<file path="src/rtl/load_store_unit.sv">
// Load/store unit: one CPU access at a time, issued to a word-wide memory port
// with byte enables, lane replication, load extension and an ack timeout.
module load_store_unit #(
  parameter  int NB_ADDR        = 32,
  parameter  int TIMEOUT_CYCLES = 16,
  localparam int NB_WORD        = 32,
  localparam int NB_FUNCT3      = 3
) (
  input  logic                 i_clock,
  input  logic                 i_reset,
  input  logic                 i_req,
  input  logic                 i_we,
  input  logic [NB_FUNCT3-1:0] i_funct3,
  input  logic [NB_ADDR-1:0]   i_address,
  input  logic [NB_WORD-1:0]   i_wr_data,
  output logic                 o_ready,
  output logic                 o_done,
  output logic                 o_error,
  output logic [NB_WORD-1:0]   o_read_data,
  output logic                 o_mem_req,
  output logic                 o_mem_we,
  output logic [NB_ADDR-1:0]   o_mem_addr,
  output logic [3:0]           o_mem_be,
  output logic [NB_WORD-1:0]   o_mem_wdata,
  input  logic                 i_mem_ack,
  input  logic [NB_WORD-1:0]   i_mem_rdata
);

  // state | meaning
  // IDLE  | ready to accept an access
  // REQ   | memory request outstanding, timeout counter running
  // DONE  | one-cycle completion pulse
  // ERR   | one-cycle completion pulse with error
  typedef enum logic [1:0] {IDLE, REQ, DONE, ERR} state_t;

  localparam logic [7:0] TC_LAST = 8'(TIMEOUT_CYCLES - 1);

  state_t               state_q;
  logic [7:0]           cnt_q;
  logic                 we_q;
  logic [2:0]           funct3_q;
  logic [1:0]           off_q;
  logic [NB_ADDR-1:0]   mem_addr_q;
  logic [3:0]           be_q;
  logic [NB_WORD-1:0]   wdata_q;
  logic [NB_WORD-1:0]   read_data_q;

  logic                 legal_d;
  logic [3:0]           be_d;
  logic [NB_WORD-1:0]   wdata_d;
  logic [NB_WORD-1:0]   shifted;
  logic [7:0]           byte_sel;
  logic [15:0]          half_sel;
  logic [NB_WORD-1:0]   load_d;

  always_comb begin
    legal_d = 1'b0;
    be_d    = 4'b1111;
    wdata_d = i_wr_data;
    if (i_we) begin
      case (i_funct3)
        3'd0: begin
          legal_d = 1'b1;
          be_d    = 4'b0001 << i_address[1:0];
          wdata_d = {4{i_wr_data[7:0]}};
        end
        3'd1: begin
          legal_d = ~i_address[0];
          be_d    = 4'b0011 << i_address[1:0];
          wdata_d = {2{i_wr_data[15:0]}};
        end
        3'd2:    legal_d = (i_address[1:0] == 2'b00);
        default: legal_d = 1'b0;
      endcase
    end else begin
      case (i_funct3)
        3'd0, 3'd4: legal_d = 1'b1;
        3'd1, 3'd5: legal_d = ~i_address[0];
        3'd2:       legal_d = (i_address[1:0] == 2'b00);
        default:    legal_d = 1'b0;
      endcase
    end
  end

  always_comb begin
    shifted  = i_mem_rdata >> {off_q, 3'b000};
    byte_sel = shifted[7:0];
    half_sel = off_q[1] ? i_mem_rdata[31:16] : i_mem_rdata[15:0];
    case (funct3_q)
      3'd0:    load_d = {{24{byte_sel[7]}}, byte_sel};
      3'd4:    load_d = {24'd0, byte_sel};
      3'd1:    load_d = {{16{half_sel[15]}}, half_sel};
      3'd5:    load_d = {16'd0, half_sel};
      default: load_d = i_mem_rdata;
    endcase
  end

  always_ff @(posedge i_clock) begin
    if (!i_reset) begin
      state_q     <= IDLE;
      cnt_q       <= '0;
      we_q        <= 1'b0;
      funct3_q    <= '0;
      off_q       <= '0;
      mem_addr_q  <= '0;
      be_q        <= '0;
      wdata_q     <= '0;
      read_data_q <= '0;
    end else begin
      case (state_q)
        IDLE: begin
          if (i_req) begin
            we_q       <= i_we;
            funct3_q   <= i_funct3;
            off_q      <= i_address[1:0];
            mem_addr_q <= {i_address[NB_ADDR-1:2], 2'b00};
            be_q       <= be_d;
            wdata_q    <= wdata_d;
            cnt_q      <= '0;
            if (legal_d) begin
              state_q <= REQ;
            end else begin
              state_q     <= ERR;
              read_data_q <= '0;
            end
          end
        end
        REQ: begin
          // an ack arriving in the last allowed cycle still completes normally
          if (i_mem_ack) begin
            read_data_q <= load_d;
            state_q     <= DONE;
          end else if (cnt_q == TC_LAST) begin
            read_data_q <= '0;
            state_q     <= ERR;
          end else begin
            cnt_q <= cnt_q + 8'd1;
          end
        end
        DONE:    state_q <= IDLE;
        default: state_q <= IDLE;
      endcase
    end
  end

  assign o_ready     = (state_q == IDLE);
  assign o_done      = (state_q == DONE) || (state_q == ERR);
  assign o_error     = (state_q == ERR);
  assign o_read_data = read_data_q;
  assign o_mem_req   = (state_q == REQ);
  assign o_mem_we    = (state_q == REQ) && we_q;
  assign o_mem_be    = (state_q == REQ) ? be_q : 4'b0000;
  assign o_mem_addr  = mem_addr_q;
  assign o_mem_wdata = wdata_q;

endmodule

</file>
<file path="config.mk">
export PLATFORM = sky130hd
export DESIGN_NAME = load_store_unit
export DESIGN_NICKNAME = d
export VERILOG_FILES = /design/src/rtl/load_store_unit.sv
export SDC_FILE = /design/constraint.sdc
export NUM_CORES = 1
export LEC_CHECK = 0
export CAP_MARGIN = 20
export CORE_UTILIZATION = 35
export CTS_BUF_LIST = sky130_fd_sc_hd__clkbuf_8
export DETAILED_ROUTE_END_ITERATION = 16
export MAX_ROUTING_LAYER = met4
export PLACE_DENSITY = 0.68
export SLEW_MARGIN = 20
export SYNTH_ARGS = -nofsm -noshare
export SYNTH_HDL_FRONTEND = slang
export SYNTH_SLANG_ARGS = --single-unit
</file>
<file path="constraint.sdc">
create_clock -name i_clock -period 2.8 [get_ports i_clock]
set_clock_uncertainty 0.15 [all_clocks]
set_input_delay 0.42 -clock i_clock [delete_from_list [all_inputs] [get_ports i_clock]]
set_output_delay 0.42 -clock i_clock [all_outputs]
set_load 0.05 [all_outputs]
</file>
==> results of run 1 <==
-- registers in the layout, summed over array words and instances (netlist names) --
register / count
be_q: 4
o_mem_addr: 30
o_read_data: 32
o_mem_wdata: 32
funct3_q: 3
state_q: 2
cnt_q: 8
we_q: 1
off_q: 2
-- cells by family (layout without fill, tap and decap cells) --
group                      Yosys count  count (layout)  synth area share
buffers and inverters               55             261            0.0472
adders and majority gates            1               1           0.00248
other                                1               2          0.000745
AOI/OAI and AO/OA                  187             187             0.247
DFF                                114             114             0.453
muxes                               14              14            0.0303
and+or+nand+nor                    238             238             0.219
-- stage by stage --
step	total power, uW	hold WS, ns	worst slack (ns)	util	area (um2)
6_report	4740	0.302	0.235	0.554	7720
5_1_grt	4940	0.321	0.133	0.554	7720
4_1_cts	4780	0.307	0.196	0.554	7720
3_5_place_dp	3010	0.298	0.147	0.520	7250
3_3_place_gp	2990	0.291	0.292	0.520	7250
2_1_floorplan	2530	0.282	0.465	-	5040
-- metal layers --
metal,part of all wire,wire length [um],track usage,up-vias
li1,-,-,-,2536
met1,0.41,6930,0.277,2538
met2,0.49,8170,0.371,236
met3,0.071,1200,0.0515,36
met4,0.032,541,0.128,0
met5,0,0,-,-
-- cell usage in the layout (no fill, tap or decap), types with 2 or more instances in the layout --
cell / n
buf_4: 23
o21ai_1: 3
nor2b_1: 17
nand2_1: 139
o32ai_1: 2
conb_1: 2
nor2_1: 23
a21oi_1: 84
clkbuf_8: 23
o2bb2ai_1: 24
or3_1: 12
nand3_1: 8
clkdlybuf4s50_1: 201
a211oi_1: 3
a221o_1: 7
o221a_2: 2
mux2i_1: 13
or2_2: 2
a22o_1: 8
and3b_1: 7
nand2b_1: 7
a311oi_1: 8
inv_1: 3
a211o_1: 7
and2_1: 6
clkinv_2: 2
o21ai_0: 27
bufinv_16: 4
dfxtp_1: 114
nor3b_1: 3
and3_1: 8
-- power groups by stage --
stage	Clock, uW	Sequential [uW]	Combinational, uW
final	1760	1810	1170
after global routing	1880	1820	1240
after CTS	1800	1810	1170
after detailed placement	0	1840	1170
after global placement	0	1840	1150
after floorplan	0	2140	388
-- worst register-to-register path: stages (launching register included) --
cell	delay, ns
dfxtp_1	0.47
or2_2	0.37
o22a_1	0.23
a211oi_1	0.75
a221o_1	0.27
-- layout make-up --
class / count / area share
inverter: 4 / 0.00194
tap: 180 / 0.0292
timing repair buffer: 225 / 0.285
clock inverter: 9 / 0.0194
multi-input combinational: 442 / 0.327
sequential: 114 / 0.296
clock buffer: 23 / 0.0410
-- final timing paths --
check	from	endpoint	slack [ns]	cells after the start
setup reg to reg	off_q[0]$_SDFFE_PN0P_	o_read_data[9]$_SDFFE_PN0P_	0.50	4
hold reg to reg	o_mem_addr[13]$_SDFFE_PN0P_	o_mem_addr[13]$_SDFFE_PN0P_	0.30	2
setup / recovery	state_q[0]$_SDFFE_PN0P_	o_mem_req	0.23	2
hold / removal	o_mem_addr[13]$_SDFFE_PN0P_	o_mem_addr[13]$_SDFFE_PN0P_	0.30	2
==> results.md, run 1 <==
* Drt first pass iters at 5
* H-tree depth at 4
* Relative slew slack at 0.413
* Critical path's slowest cell: clkdlybuf4s50_1
* Critical Path Fanout Max at 9
* Vias in the first global route at 5119
* Port bufs at 206
* Top cells by count, synth: 139 x nand2_1, 114 x dfxtp_1, 84 x a21oi_1, 35 x clkbuf_1, 27 x o21ai_0
* Clock transition at path regs at 0.06 ns
* Async S/R FF share, synth at 0
* Via density at 5.36
* Synth area leader: dfxtp_1
* GPL Wtd Cong at between 0.9 and 1
* Flip-flop and latch count after synthesis at 114
* CP required at 2.23 ns
* Ports at 209
* Remaining antenna violation count at 0
* Die area at 14900 um2
* Fin crit share at 0.916
* Core box area at 13900 um2
* Ant diodes at 0
* Share of layout cells above drive strength 1 at 0.0832
* Cell Area, Synth at 5030 um2
* FMAX at 390 MHz
* First-pass GRT wire length at approximately 26000 um
* Clk buf depth at 2
* CTS Hold Bufs at 0
* Nets at 909
* CTS tree: built
* Row count at 43
* Final wirelength at between 15000 and 20000 um
* Final Max Slew Viols at 0
* Crit path cell chain: nor2b_1 -> clkdlybuf4s50_1
* Setup violators final at 0
* Lkg Pwr at between 0.002 and 0.003 uW
* Tightest Pin Transition at 0.875 ns
* Syn avg cell area at 8.25 um2
* Root Driver: clkbuf_8
* Clock buffer count from CTS at 17
* Yosys Warn Count at 0
* Critical Path Start Type: register
* Gr ovfl total at 0
* Worst Hold Class: reg2reg
* Top cells by area, synth: dfxtp_1 45%, nand2_1 10%, a21oi_1 8.3%
* Net Sw Frac at 0.307
* Post-CTS Setup Bufs at 0
* Initial antenna violation count at 0
* Synth Flop Type: dfxtp_1
* Net Switching at 1460 uW
* Yosys cell types at 49
* Die W at 122 um
* Final setup TNS at 0 ns
* Fillers at 1276
* Routed len/inst at 16.9 um
* RSZ-0062 raised after global routing: no
* Register Area at between 2000 and 2500 um2
* PwrDens at 614 nW/um2
* Area grow syn2layout at 53.4%
* Max_cap viols at 0
* Chip height at 122 um
* Critical setup path kind: reg2out
* Vias post-DR at 5346
* Syn Inst Count at between 600 and 700
* EDFF count, synth at 0
* Critical path's top delay family: buffers and inverters
* Crit. End Element: output port
* Non-Filler Instances at 997
* Post-DP HPWL at ~12000 um
* Crit path DAT at 2.00 ns
* Post-layout minimum cycle time at 2.57 ns
* Clock Latency Late Sink at about 0.42 ns
* CTS sink count at 114
* Footprint of the multi-input gates at 2530 um2
* Clock network power share at 0.372
* Hold Fails Final Rpt at 0
* Seq pwr share at 0.381
* Pin count of the biggest net entering global routing at 70
* Iter 0 DRT Violations at 434
* PostCTS Resize Cnt at 0
* Slowest Stage Delay on Critical Path at 0.87 ns
* Peak VDD IR at around 0.28 mV
* Post-synthesis sequential area ratio at 0.453
* Combinational Power Share at 0.247
* Yosys top cell area share at 0.453
* Residual DRC at 0
* Placed insts at ~970
* Internal at 3290 uW
* Starting Density at 0.361
* Overall routing resource usage at 0.235
* Outcome: completed
* Count leader, synth: nand2_1
* Buf/Inv on CP at 1
No activity file was read; power rests on OpenSTA's default activity.
==> run 2: changes to the inputs <==
CTS_CLUSTER_DIAMETER = 60   (was default)
RECOVER_POWER = 100   (was default)
==> run 2 against run 1 <==
- first-iteration DRC count decreased by 2.1%
- sequential share of layout area increased by 0.22 points
- core utilization decreased by 0.40 points
- design area decreased by 0.73%
- register-to-register slack got worse by 0.26 ns
- via count increased by 0.60%
- sequential power about the same
- flip-flop and latch count unchanged
- critical path type unchanged
- routed wire length about the same
- die area unchanged
==> results.md, run 2 (same netlist as run 1, synthesis figures left out) <==
* Util after Layout at 0.550 (-0.00404)
* Overall routing resource usage at 0.235 (unchanged)
* Remaining antenna violation count at 0 (unchanged)
* Initial antenna violation count at 1 (+1)
* Chip height at 122 um (unchanged)
* Crit. End Element: output port
* Critical Path Fanout Max at 9 (unchanged)
* Die area at 14900 um2 (unchanged)
* Clock Latency Late Sink at 0.43 ns (about the same)
* Drt first pass iters at 5 (unchanged)
* Area grow syn2layout at 52.3%
* Outcome: completed
* Final wirelength at 16800 um (about the same)
* Vias in the first global route at 5119 (unchanged)
* Most frequent cells in the layout: 139 x nand2_1, 114 x dfxtp_1, 101 x clkdlybuf4s50_1, 100 x dlygate4sd3_1, 84 x a21oi_1
* First-pass GRT wire length at 26000 um (unchanged)
* Min Hold Slack at 0.298 ns (-0.00373 ns)
* Clk buf depth at 2 (unchanged)
* Die W at 122 um (unchanged)
* CTS tree: built
* Gr ovfl total at 0 (unchanged)
* Relative slew slack at 0.413 (about the same)
* Clock transition at path regs at 0.06 ns (about the same)
* PwrDens at 613 nW/um2 (-0.21%)
* Final setup TNS at 0 ns (unchanged)
* Setup violators final at 0 (unchanged)
* Routed len/inst at 16.9 um (-0.18%)
* Post-DP HPWL at 12300 um (unchanged)
* Row count at 43 (unchanged)
* CP required at 2.23 ns (about the same)
* Max_cap viols at 0 (unchanged)
* Ports at 209 (unchanged)
* CTS Hold Bufs at 0 (unchanged)
* RSZ-0062 raised after global routing: no
* Lkg Pwr at 0.00314 uW (+8.7%)
* Iter 0 DRT Violations at 425 (-2.1%)
* R2R Setup Slk at 0.24 ns (-0.26 ns)
* Hold Fails Final Rpt at 0 (unchanged)
* Starting Density at 0.361 (unchanged)
* Vias post-DR at 5378 (+0.60%)
* Share of layout cells above drive strength 1 at 0.0722 (-0.0110)
* Area after DPL at 7250 um2 (unchanged)
* Fin area at 7670 um2 (-0.73%)
* Nets at 909 (unchanged)
* Post-CTS Setup Bufs at 0 (unchanged)
* Fin crit share at 0.939 (+0.0231)
* Critical Path Start Type: register
* Final Max Slew Viols at 0 (unchanged)
* FMAX at 380 MHz (-2.5%)
* Worst Hold Class: reg2reg
* Port bufs at 206 (unchanged)
* Peak VDD IR at 0.280 mV (-1.1%)
* CTS sink count at 114 (unchanged)
* Tightest Pin Transition at 0.875 ns (+0.000215 ns)
* Root Driver: clkbuf_8
* Via density at 5.39 (+0.50%)
* H-tree depth at 4 (unchanged)
* Clock buffer count from CTS at 17 (unchanged)
* Pin count of the biggest net entering global routing at 70 (unchanged)
* Post-layout minimum cycle time at 2.63 ns (+0.0648 ns)
* Commonest non-fill, non-tap cell in the layout: nand2_1
* Residual DRC at 0 (unchanged)
* GPL Wtd Cong at 0.909 (unchanged)
* Critical setup path kind: reg2out
* Crit path DAT at 2.06 ns (+0.06 ns)
* PostCTS Resize Cnt at 0 (unchanged)
* Core box area at 13900 um2 (unchanged)
==> run 2: cell count changes in the layout (fill, tap and decap cells not counted), moves of 2 or more <==
cell / before / now
clkbuf_2: 0 / 2
clkdlybuf4s50_1: 201 / 101
buf_4: 23 / 16
dlygate4sd3_1: 0 / 100
clkbuf_1: 0 / 4
==> run 2: final timing paths <==
check	from	endpoint	depth (start not counted)
setup reg to reg	cnt_q[7]$_SDFFE_PN0P_	o_read_data[9]$_SDFFE_PN0P_	4
setup / recovery	state_q[0]$_SDFFE_PN0P_	o_mem_req	2
hold / removal	o_mem_addr[13]$_SDFFE_PN0P_	o_mem_addr[13]$_SDFFE_PN0P_	2
hold reg to reg	o_mem_addr[13]$_SDFFE_PN0P_	o_mem_addr[13]$_SDFFE_PN0P_	2
==> run 2: area by class of cell <==
cell class	instances	area, um2
Sequential cell	114	2280
Clock inverter	9	150
Clock buffer	23	317
Tap cell	180	225
Fill cell	1285	6270
Multi-Input combinational cell	442	2490
Inverter	4	15.0
Antenna cell	1	2.50
Timing Repair Buffer	225	2180
==> run 2: through the flow <==
step / total power, uW / worst slack, ns / instances
6_report: 4700 / 0.170 / 998
5_1_grt: 4890 / 0.0801 / 998
4_1_cts: 4780 / 0.196 / 997
3_5_place_dp: 3010 / 0.147 / 965
3_3_place_gp: 2990 / 0.292 / 965
2_1_floorplan: 2530 / 0.465 / 611
==> run 2: power by group <==
part	switching (uW)	internal, uW
clock	659	1110
sequential	72.7	1730
combinational	721	406
==> run 2: worst max-delay path, cell delays in order, from the launching register on <==
cell and delay (ns):
dfxtp_1 0.49, nor2b_1 0.20, dlygate4sd3_1 0.95
==> run 2: layer usage <==
layer,share of wire,track usage,vias to the layer above,routed length (um)
met1,0.41,0.277,2564,6900
li1,-,-,2543,-
met3,0.070,0.0515,38,1190
met5,0,-,-,0
met4,0.036,0.128,0,599
met2,0.48,0.371,233,8140
==> run 3: changes to the inputs <==
REMOVE_ABC_BUFFERS = 1   (was default)
==> run 3 against run 2 <==
- sequential power about the same
- first-iteration DRC count grew 4.2%
- core utilization decreased by 0.46 points
- routed wire length fell by 2.3%
==> results.md, run 3 (same netlist as run 1, synthesis figures left out) <==
* Outcome: completed
* Most frequent cells in the layout: 139 x nand2_1, 114 x dfxtp_1, 100 x clkdlybuf4s50_1, 100 x dlygate4sd3_1, 84 x a21oi_1
* Critical Path Start Type: register
* Setup violators final at 0 (unchanged)
* Min Hold Slack at 0.299 ns (+0.000630 ns)
* CTS sink count at 114 (unchanged)
* Critical Path Fanout Max at 11 (+2)
* Fin crit share at 0.928 (-0.0114)
* GPL Wtd Cong at 0.837 (-8.0%)
* FMAX at 385 MHz (+1.2%)
* CTS Hold Bufs at 0 (unchanged)
* Final wirelength at 16400 um (-2.3%)
* Pin count of the biggest net entering global routing at 89 (+27%)
* Starting Density at 0.361 (unchanged)
* Routed len/inst at 16.4 um (-2.5%)
* Die W at 122 um (unchanged)
* Port bufs at 206 (unchanged)
* Core box area at 13900 um2 (unchanged)
* Post-Place Worst Slack at 0.222 ns (+0.0750 ns)
* Drt first pass iters at 5 (unchanged)
* Slowest Stage Delay on Critical Path at 0.92 ns (-0.03 ns)
* Clk buf depth at 2 (unchanged)
* Critical path's top delay family: buffers and inverters
* Clock buffer count from CTS at 17 (unchanged)
* Overall routing resource usage at 0.231 (-0.00348)
* Critical setup path kind: reg2out
* Final Power at 4370 uW (-7.0%)
* Iter 0 DRT Violations at 443 (+4.2%)
* Peak VDD IR at 0.350 mV (+25%)
* Ports at 209 (unchanged)
* Root Driver: clkbuf_8
* Hold Fails Final Rpt at 0 (unchanged)
* Crit path DAT at 2.03 ns (-0.03 ns)
* Clock transition at path regs at 0.07 ns (about the same)
* PostCTS Resize Cnt at 0 (unchanged)
* Residual DRC at 0 (unchanged)
* Commonest non-fill, non-tap cell in the layout: nand2_1
* Buf/Inv on CP at 1 (unchanged)
* Critical path's slowest cell: dlygate4sd3_1
* Area after DPL at 7280 um2 (+0.35%)
* Remaining antenna violation count at 0 (unchanged)
* Relative slew slack at 0.304 (-0.110)
* Vias post-DR at 5287 (-1.7%)
* Chip height at 122 um (unchanged)
* Crit path cell chain: nor2_1 -> dlygate4sd3_1
* Final Max Slew Viols at 0 (unchanged)
* PwrDens at 575 nW/um2 (-6.2%)
* CP required at 2.23 ns (about the same)
* Tightest Pin Transition at 1.04 ns (+0.162 ns)
* Worst Hold Class: reg2reg
* CTS tree: built
* Post-layout minimum cycle time at 2.60 ns (-0.0320 ns)
* Die area at 14900 um2 (unchanged)
* Via density at 5.29 (-1.9%)
* Post-CTS Setup Bufs at 0 (unchanged)
* Max_cap viols at 0 (unchanged)
* Nets at 911 (+0.22%)
* Vias in the first global route at 5135 (+0.31%)
* First-pass GRT wire length at 25800 um (-0.61%)
* Clock Latency Late Sink at 0.43 ns (about the same)
* Util after Layout at 0.546 (-0.00458)
* Gr ovfl total at 0 (unchanged)
* Fin area at 7600 um2 (-0.83%)
* Lkg Pwr at 0.00313 uW (-0.62%)
* Worst setup margin at 0.202 ns (+0.0320 ns)
* Fillers at 1280 (-0.39%)
* Initial antenna violation count at 1 (unchanged)
* Crit. End Element: output port
* Post-DP HPWL at 11900 um (-3.6%)
* RSZ-0062 raised after global routing: no
* H-tree depth at 4 (unchanged)
* Area grow syn2layout at 51.0%
* Share of layout cells above drive strength 1 at 0.0794 (+0.00715)
* Row count at 43 (unchanged)
run 3: area by class of cell:
class / instances / area, um2 / share of cell area
multi-input cells: 442 / 2520 / 0.331
flip-flops and latches: 114 / 2280 / 0.300
repair buffers: 227 / 2180 / 0.287
clock buffers: 21 / 289 / 0.0380
well taps: 180 / 225 / 0.0296
clock inverters: 11 / 87.6 / 0.0115
inverters: 4 / 15.0 / 0.00197
diodes: 1 / 2.50 / 0.000329
run 3: worst min-delay path, cell delays in order (launching register included):
cell and delay, ns:
dfxtp_1 0.31, nand2_1 0.05, a21oi_1 0.05
run 3: final timing paths:
path / startpoint / to / slack (ns) / cells after the start
worst max-delay path: state_q[1]$_SDFFE_PN0P_ / o_ready / 0.20 / 2
worst min-delay path: we_q$_SDFFE_PN0P_ / we_q$_SDFFE_PN0P_ / 0.30 / 2
worst max register to register: cnt_q[7]$_SDFFE_PN0P_ / o_read_data[14]$_SDFFE_PN0P_ / 0.36 / 5
worst min register to register: we_q$_SDFFE_PN0P_ / we_q$_SDFFE_PN0P_ / 0.30 / 2
run 3: metal layers:
layer  vias to the layer above  global-route usage  part of all wire
met4                         0              0.0795             0.015
met5                         -                   -                 0
met2                       216               0.367              0.47
met3                        24              0.0796             0.091
met1                      2503               0.271              0.43
li1                       2544                   -                 -
run 3: stage by stage:
step,TNS [ns],cells
3_3_place_gp,0,967
4_1_cts,0,999
5_1_grt,0,1000
2_1_floorplan,-220.48,560
6_report,0,1000
3_5_place_dp,0,967
run 3: power by group:
part	internal (uW)	leakage [uW]	switching [uW]	total, uW
clock network	783	0.000204	666	1450
logic	404	0.00199	717	1120
registers	1730	0.000933	69.8	1800
